**config.mk**
```make
export PLATFORM = sky130hd
export DESIGN_NAME = mac_controller
export DESIGN_NICKNAME = d
export VERILOG_FILES = /design/src/rtl/mac_controller.sv
export SDC_FILE = /design/constraint.sdc
export NUM_CORES = 1
export LEC_CHECK = 0
export ABC_AREA = 0
export CAP_MARGIN = 25
export CORE_MARGIN = 3
export CORE_UTILIZATION = 55
export CTS_BUF_LIST = sky130_fd_sc_hd__clkbuf_4
export DETAILED_ROUTE_END_ITERATION = 10
export GPL_ROUTABILITY_DRIVEN = 0
export GPL_TIMING_DRIVEN = 0
export PLACE_DENSITY_LB_ADDON = 0.05
export SLEW_MARGIN = 25
export SYNTH_ARGS = -nofsm -noshare
export SYNTH_HDL_FRONTEND = slang
export SYNTH_SLANG_ARGS = --single-unit
```
**constraint.sdc**
```tcl
create_clock -name clk -period 1.9 [get_ports clk]
set_clock_uncertainty 0.05 [all_clocks]
set_input_delay 0.19 -clock clk [delete_from_list [all_inputs] [get_ports clk]]
set_output_delay 0.19 -clock clk [all_outputs]
set_load 0.02 [all_outputs]
```
**src/rtl/mac_controller.sv**
```systemverilog
`timescale 1ns/1ps
`default_nettype none
// ============================================================================
// Module      : mac_controller
// Description : Sequencing FSM for the 4-term complex multiply-accumulate
//               datapath. Issues argument load / accumulator clear, then for
//               each term: select, multiplier start, wait for ready,
//               accumulate. Reports done or a multiplier timeout.
// Revision    : 1.0 - initial release
// ============================================================================
module mac_controller #(
    parameter int NUM_TERMS = 4,   // products per run, 1..4
    parameter int TIMEOUT   = 64   // max MWAIT cycles per term, 0 = no watchdog
) (
    input  logic       clk,
    input  logic       rst,        // asynchronous, active-low
    input  logic       start,
    input  logic       CMReady,
    output logic       ldArgs,
    output logic       init0Acc,
    output logic [1:0] seli,
    output logic       CMStart,
    output logic       ldAcc,
    output logic       busy,
    output logic       done,
    output logic       err
);

    // Wait counter must be able to hold TIMEOUT itself; keep at least 1 bit.
    localparam int                  c_WCNT_W      = (TIMEOUT > 0) ? $clog2(TIMEOUT + 1) : 1;
    localparam logic [c_WCNT_W-1:0] c_TIMEOUT_CNT = c_WCNT_W'(TIMEOUT);
    localparam logic [1:0]          c_LAST_IDX    = 2'(NUM_TERMS - 1);

    typedef enum logic [2:0] {
        S_IDLE   = 3'd0,
        S_LOAD   = 3'd1,
        S_MSTART = 3'd2,
        S_MHOLD  = 3'd3,
        S_MWAIT  = 3'd4,
        S_ACC    = 3'd5,
        S_DONE   = 3'd6
    } state_e;

    state_e              state_q, state_d;
    logic [1:0]          idx_q, idx_d;
    logic [c_WCNT_W-1:0] wcnt_q, wcnt_d;
    logic                err_q, err_d;
    logic [c_WCNT_W-1:0] wcnt_inc;

    assign wcnt_inc = wcnt_q + 1'b1;

    // State, term index, wait counter and sticky error registers.
    always_ff @(posedge clk or negedge rst) begin
        if (!rst) begin
            state_q <= S_IDLE;
            idx_q   <= 2'd0;
            wcnt_q  <= '0;
            err_q   <= 1'b0;
        end else begin
            state_q <= state_d;
            idx_q   <= idx_d;
            wcnt_q  <= wcnt_d;
            err_q   <= err_d;
        end
    end

    // Next-state logic plus Moore decode of the datapath strobes.
    always_comb begin
        state_d  = state_q;
        idx_d    = idx_q;
        wcnt_d   = wcnt_q;
        err_d    = err_q;
        ldArgs   = 1'b0;
        init0Acc = 1'b0;
        seli     = 2'd0;
        CMStart  = 1'b0;
        ldAcc    = 1'b0;
        done     = 1'b0;
        busy     = (state_q != S_IDLE);
        err      = err_q;

        case (state_q)
            S_IDLE: begin
                if (start) begin
                    state_d = S_LOAD;
                    err_d   = 1'b0;
                end
            end
            S_LOAD: begin
                ldArgs   = 1'b1;
                init0Acc = 1'b1;
                idx_d    = 2'd0;
                state_d  = S_MSTART;
            end
            S_MSTART: begin
                CMStart = 1'b1;
                seli    = idx_q;
                wcnt_d  = '0;
                state_d = S_MHOLD;
            end
            S_MHOLD: begin
                // Ready may still be asserted from the previous term: ignore it.
                seli    = idx_q;
                state_d = S_MWAIT;
            end
            S_MWAIT: begin
                seli = idx_q;
                if (CMReady) begin
                    state_d = S_ACC;
                end else begin
                    wcnt_d = wcnt_inc;
                    if ((TIMEOUT != 0) && (wcnt_inc == c_TIMEOUT_CNT)) begin
                        err_d   = 1'b1;
                        state_d = S_IDLE;
                    end
                end
            end
            S_ACC: begin
                ldAcc = 1'b1;
                seli  = idx_q;
                if (idx_q == c_LAST_IDX) begin
                    state_d = S_DONE;
                end else begin
                    idx_d   = idx_q + 2'd1;
                    state_d = S_MSTART;
                end
            end
            S_DONE: begin
                done    = 1'b1;
                state_d = S_IDLE;
            end
            default: begin
                state_d = S_IDLE;
            end
        endcase
    end

endmodule
`default_nettype wire

```
==> metrics list, run 1 <==
- The routed layout has 826 vias.
* Chip Width: 45.9 µm
- Of the synthesized area, sequential elements account for 0.372.
- At the pin with the least slew margin, the transition time is 595 ps.
- During placement, the flow inserted port buffers numbering 12.
- Clock input transition at the sequential cells of the worst setup and hold paths: ~70 ps
- Placed wire-length estimate: 1480 µm
* Net count after synthesis: 111
* Most Crowded Layer GR: met2
- In this run the tightest slew margin relative to its limit is 0.602.
- Summed over all failing endpoints, the final setup total negative slack is 0 ps.
* Worst hold-check path type: input pin to asynchronous set/reset pin
* Fmax: 0.562 GHz
* Antenna violations before repair: 0
- Dividing the detail-routed wire length by the instance count gives 14.9 µm.
- Data on the critical path is required at its endpoint by about 1700 ps.
- Global-route wire length before repair: approximately 3500 µm
- Register bit count reported by yosys: 13
* Cts hold-fix bufs: 0
- The detail route stage leaves a number of antenna-violating nets equal to 0.
- The clock reaches the later pin of the worst-skew pair after roughly 270 ps.
- For this run, the slowest stage of the critical path takes approximately 470 ps.
- Number of warning messages in the yosys log: 0
- No sink is reached through more buffers than the 2 on the longest clock path.
- Final cell utilization of the core: 0.742
- Final min period: 1780 ps
- Total count of max-transition violations in the final report: 0
- Pin count of the biggest net entering global routing: 14
- Final setup violation count: 0
- DRC marker count from the first detailed-route iteration: 30
- Total setup buffers inserted after CTS: 0
- Slowest cell on the critical path: sky130_fd_sc_hd__dfrtp_1
* Fraction of final layout cells sized beyond drive strength 1: 0.133
- Number of standard-cell rows in the floorplan: 13
- GRT Util Overall: 0.234
* DIE AREA: 2100 µm²
* Result of the run: finished clean
* Startpoint types: flop
- The count of final hold-check violations was 0.
- CTS saw 13 sinks.
- Cell-by-cell trace of the critical path: ha_1, and2_1, dlygate4sd2_1
- After detailed routing, the number of vias per cell comes to 6.12.
* Synthesized instance count: 104
- Maximum net fanout on the critical path: 8
* Max-capacitance violation count: 0
- I/O pin total: 13
* Crit path DAT: 1540 ps
- Worst setup EP type: output port
* Count of TritonRoute iterations in the first routing pass: 4
* Most frequent cells in the layout: sky130_fd_sc_hd__dfrtp_1, sky130_fd_sc_hd__nand2_1, sky130_fd_sc_hd__o21ai_0
* Netlist area before placement: approximately 870 µm²
- Clock tree from TritonCTS: done
* Starting utilization of the core area: 0.624
- Met1 Use GR: 0.306
- The tree is rooted in a sky130_fd_sc_hd__clkbuf_4.
- Total leakage power: a little under 0.5 nW
- CTS Buf Count: 3
* Number of global-route vias before repair: 811
* Setup repair after global routing missed its margin: false
- Per-instance average area after synthesis: roughly 8.4 µm²
* Largest vdd supply drop: 979 µV
- For this run, global-route usage on met2 was measured as 0.357.
- After global routing the overflow that remains totals 0.
- Remaining DRCs: 0
- Counting distinct cell types in the post-synthesis netlist gives 33.
- Period utilization: 0.936
- Area growth from synthesis to final layout: 18.8%
- Placeable core region: approximately 1400 µm²
- Pwr/cell area: 1350 nW/µm²
- Total Nets Final: 128
* Die Ht: 45.9 µm
- The setup check on the worst reg-to-reg path leaves a slack of 230 ps.
- The setup path with the least slack is of type flop to output port.
- Antenna Cells: 0
- Post-Route WL: 2020 µm
* Most common library cell in the layout ignoring fill and taps: sky130_fd_sc_hd__dfrtp_1
- Met3 track demand over resource in global routing: 0.0672
- Number of H-tree levels: 1
## cells in the mapped netlist
cell / count / area [µm²]
sky130_fd_sc_hd__a211o_1: 1 / 8.76
sky130_fd_sc_hd__a21oi_1: 8 / 40.0
sky130_fd_sc_hd__a22oi_1: 1 / 7.51
sky130_fd_sc_hd__a32o_1: 1 / 10.0
sky130_fd_sc_hd__a41oi_1: 1 / 8.76
sky130_fd_sc_hd__and2_1: 2 / 12.5
sky130_fd_sc_hd__and2b_1: 1 / 7.51
sky130_fd_sc_hd__and3_1: 2 / 12.5
sky130_fd_sc_hd__buf_2: 2 / 10.0
sky130_fd_sc_hd__buf_4: 3 / 22.5
sky130_fd_sc_hd__buf_6: 1 / 11.3
sky130_fd_sc_hd__dfrtp_1: 13 / 325
sky130_fd_sc_hd__ha_1: 3 / 37.5
sky130_fd_sc_hd__inv_1: 4 / 15.0
sky130_fd_sc_hd__mux2_2: 1 / 11.3
sky130_fd_sc_hd__mux2i_1: 2 / 20.0
sky130_fd_sc_hd__nand2_1: 10 / 37.5
sky130_fd_sc_hd__nand2b_1: 5 / 31.3
sky130_fd_sc_hd__nand3_1: 5 / 25.0
sky130_fd_sc_hd__nand4_1: 1 / 6.26
sky130_fd_sc_hd__nor2_1: 8 / 30.0
sky130_fd_sc_hd__nor2b_1: 1 / 6.26
sky130_fd_sc_hd__nor3_1: 5 / 25.0
sky130_fd_sc_hd__nor3b_1: 1 / 7.51
sky130_fd_sc_hd__nor4_1: 2 / 12.5
sky130_fd_sc_hd__nor4_2: 1 / 12.5
sky130_fd_sc_hd__nor4bb_1: 1 / 10.0
sky130_fd_sc_hd__o21a_1: 1 / 7.51
sky130_fd_sc_hd__o21ai_0: 10 / 50.1
sky130_fd_sc_hd__o21ai_1: 2 / 10.0
sky130_fd_sc_hd__o22a_1: 2 / 17.5
sky130_fd_sc_hd__o22ai_1: 2 / 12.5
sky130_fd_sc_hd__or3b_4: 1 / 11.3
## power by group
part | internal, mW | total, mW | switching [mW]
Combinational | 0.312 | 0.717 | 0.405
Clock | 0.0956 | 0.179 | 0.0833
Sequential | 0.364 | 0.506 | 0.142
## routing by layer
metal	wire length (µm)	part of all wire
met1	934	0.46
met2	944	0.47
met3	109	0.054
met4	27	0.013
met5	0	0
## worst max-delay path, delay by kind of cell, from the launching register on
kind          cells  cell delay [ps]
flops             1              470
fa+ha+maj         1              340
buf+inv           1              320
simple gates      1              140
## timing repair
| action | 4_1_cts | 5_1_grt |
|---|---|---|
| gates resized for setup | 8 | 4 |
| pin swaps | 0 | 0 |
| endpoints found under the setup margin | 7 | 3 |
## area by class of cell
type                            count  area [µm²]
Sequential cell                    13         325
Timing Repair Buffer               12         109
Fill cell                         105         362
Buffer                              6        43.8
Tap cell                           15        18.8
Inverter                            4        15.0
Clock buffer                        4        30.0
Multi-Input combinational cell     81         495
## final timing paths
kind | startpoint | endpoint | cells past startpoint
worst max-delay path | state_q[1] | seli[1] | 3
worst min-delay path | rst | wcnt_q[5] | 1
worst max register to register | wcnt_q[0] | wcnt_q[4] | 5
worst min register to register | err | err | 1
max in group asynchronous | rst | wcnt_q[1] | 1
min in group clk | err | err | 1
## state kept, by name, indices dropped and copies added, names as in the netlist
register  cells
wcnt_q        7
state_q       3
err           1
idx_q         2
## kinds of logic after synthesis
logic type,Yosys count,share of synthesized area
AND/OR/NAND/NOR,46,0.284
AO/OA/AOI/OAI,29,0.198
flip-flops,13,0.372
buffers and inverters,10,0.0673
multiplexers,3,0.0358
adder cells (fa/ha/maj),3,0.0430
## through the flow
step	hold WS (ps)	instance area, µm²	instances	worst slack, ps	total power [mW]
floorplan	-156	873	104	454	0.989
global placement	441	1010	131	0.363	1.23
detailed placement	437	1010	131	-15.9	1.25
CTS	258	1030	135	33.7	1.41
global route	259	1040	135	29.2	1.54
finish	241	1040	135	122	1.40
Note: power is estimated with default switching activity, not from simulation.
==> run 2: changes to the inputs <==
--- a/config.mk
+++ b/config.mk
@@ -6,7 +6,7 @@
 export NUM_CORES = 1
 export LEC_CHECK = 0
 export ABC_AREA = 0
-export CAP_MARGIN = 25
+export CAP_MARGIN = 20
 export CORE_MARGIN = 3
 export CORE_UTILIZATION = 55
 export CTS_BUF_LIST = sky130_fd_sc_hd__clkbuf_4
==> results of run 2 <==
Final layout, timing and power as in run 1 (identical DEF).
==> run 3: changes to the inputs <==
--- a/config.mk
+++ b/config.mk
@@ -6,7 +6,7 @@
 export NUM_CORES = 1
 export LEC_CHECK = 0
 export ABC_AREA = 0
-export CAP_MARGIN = 20
+export CAP_MARGIN = 10
 export CORE_MARGIN = 3
 export CORE_UTILIZATION = 55
 export CTS_BUF_LIST = sky130_fd_sc_hd__clkbuf_4
==> results of run 3 <==
Final layout, timing and power as in run 1 (identical DEF).
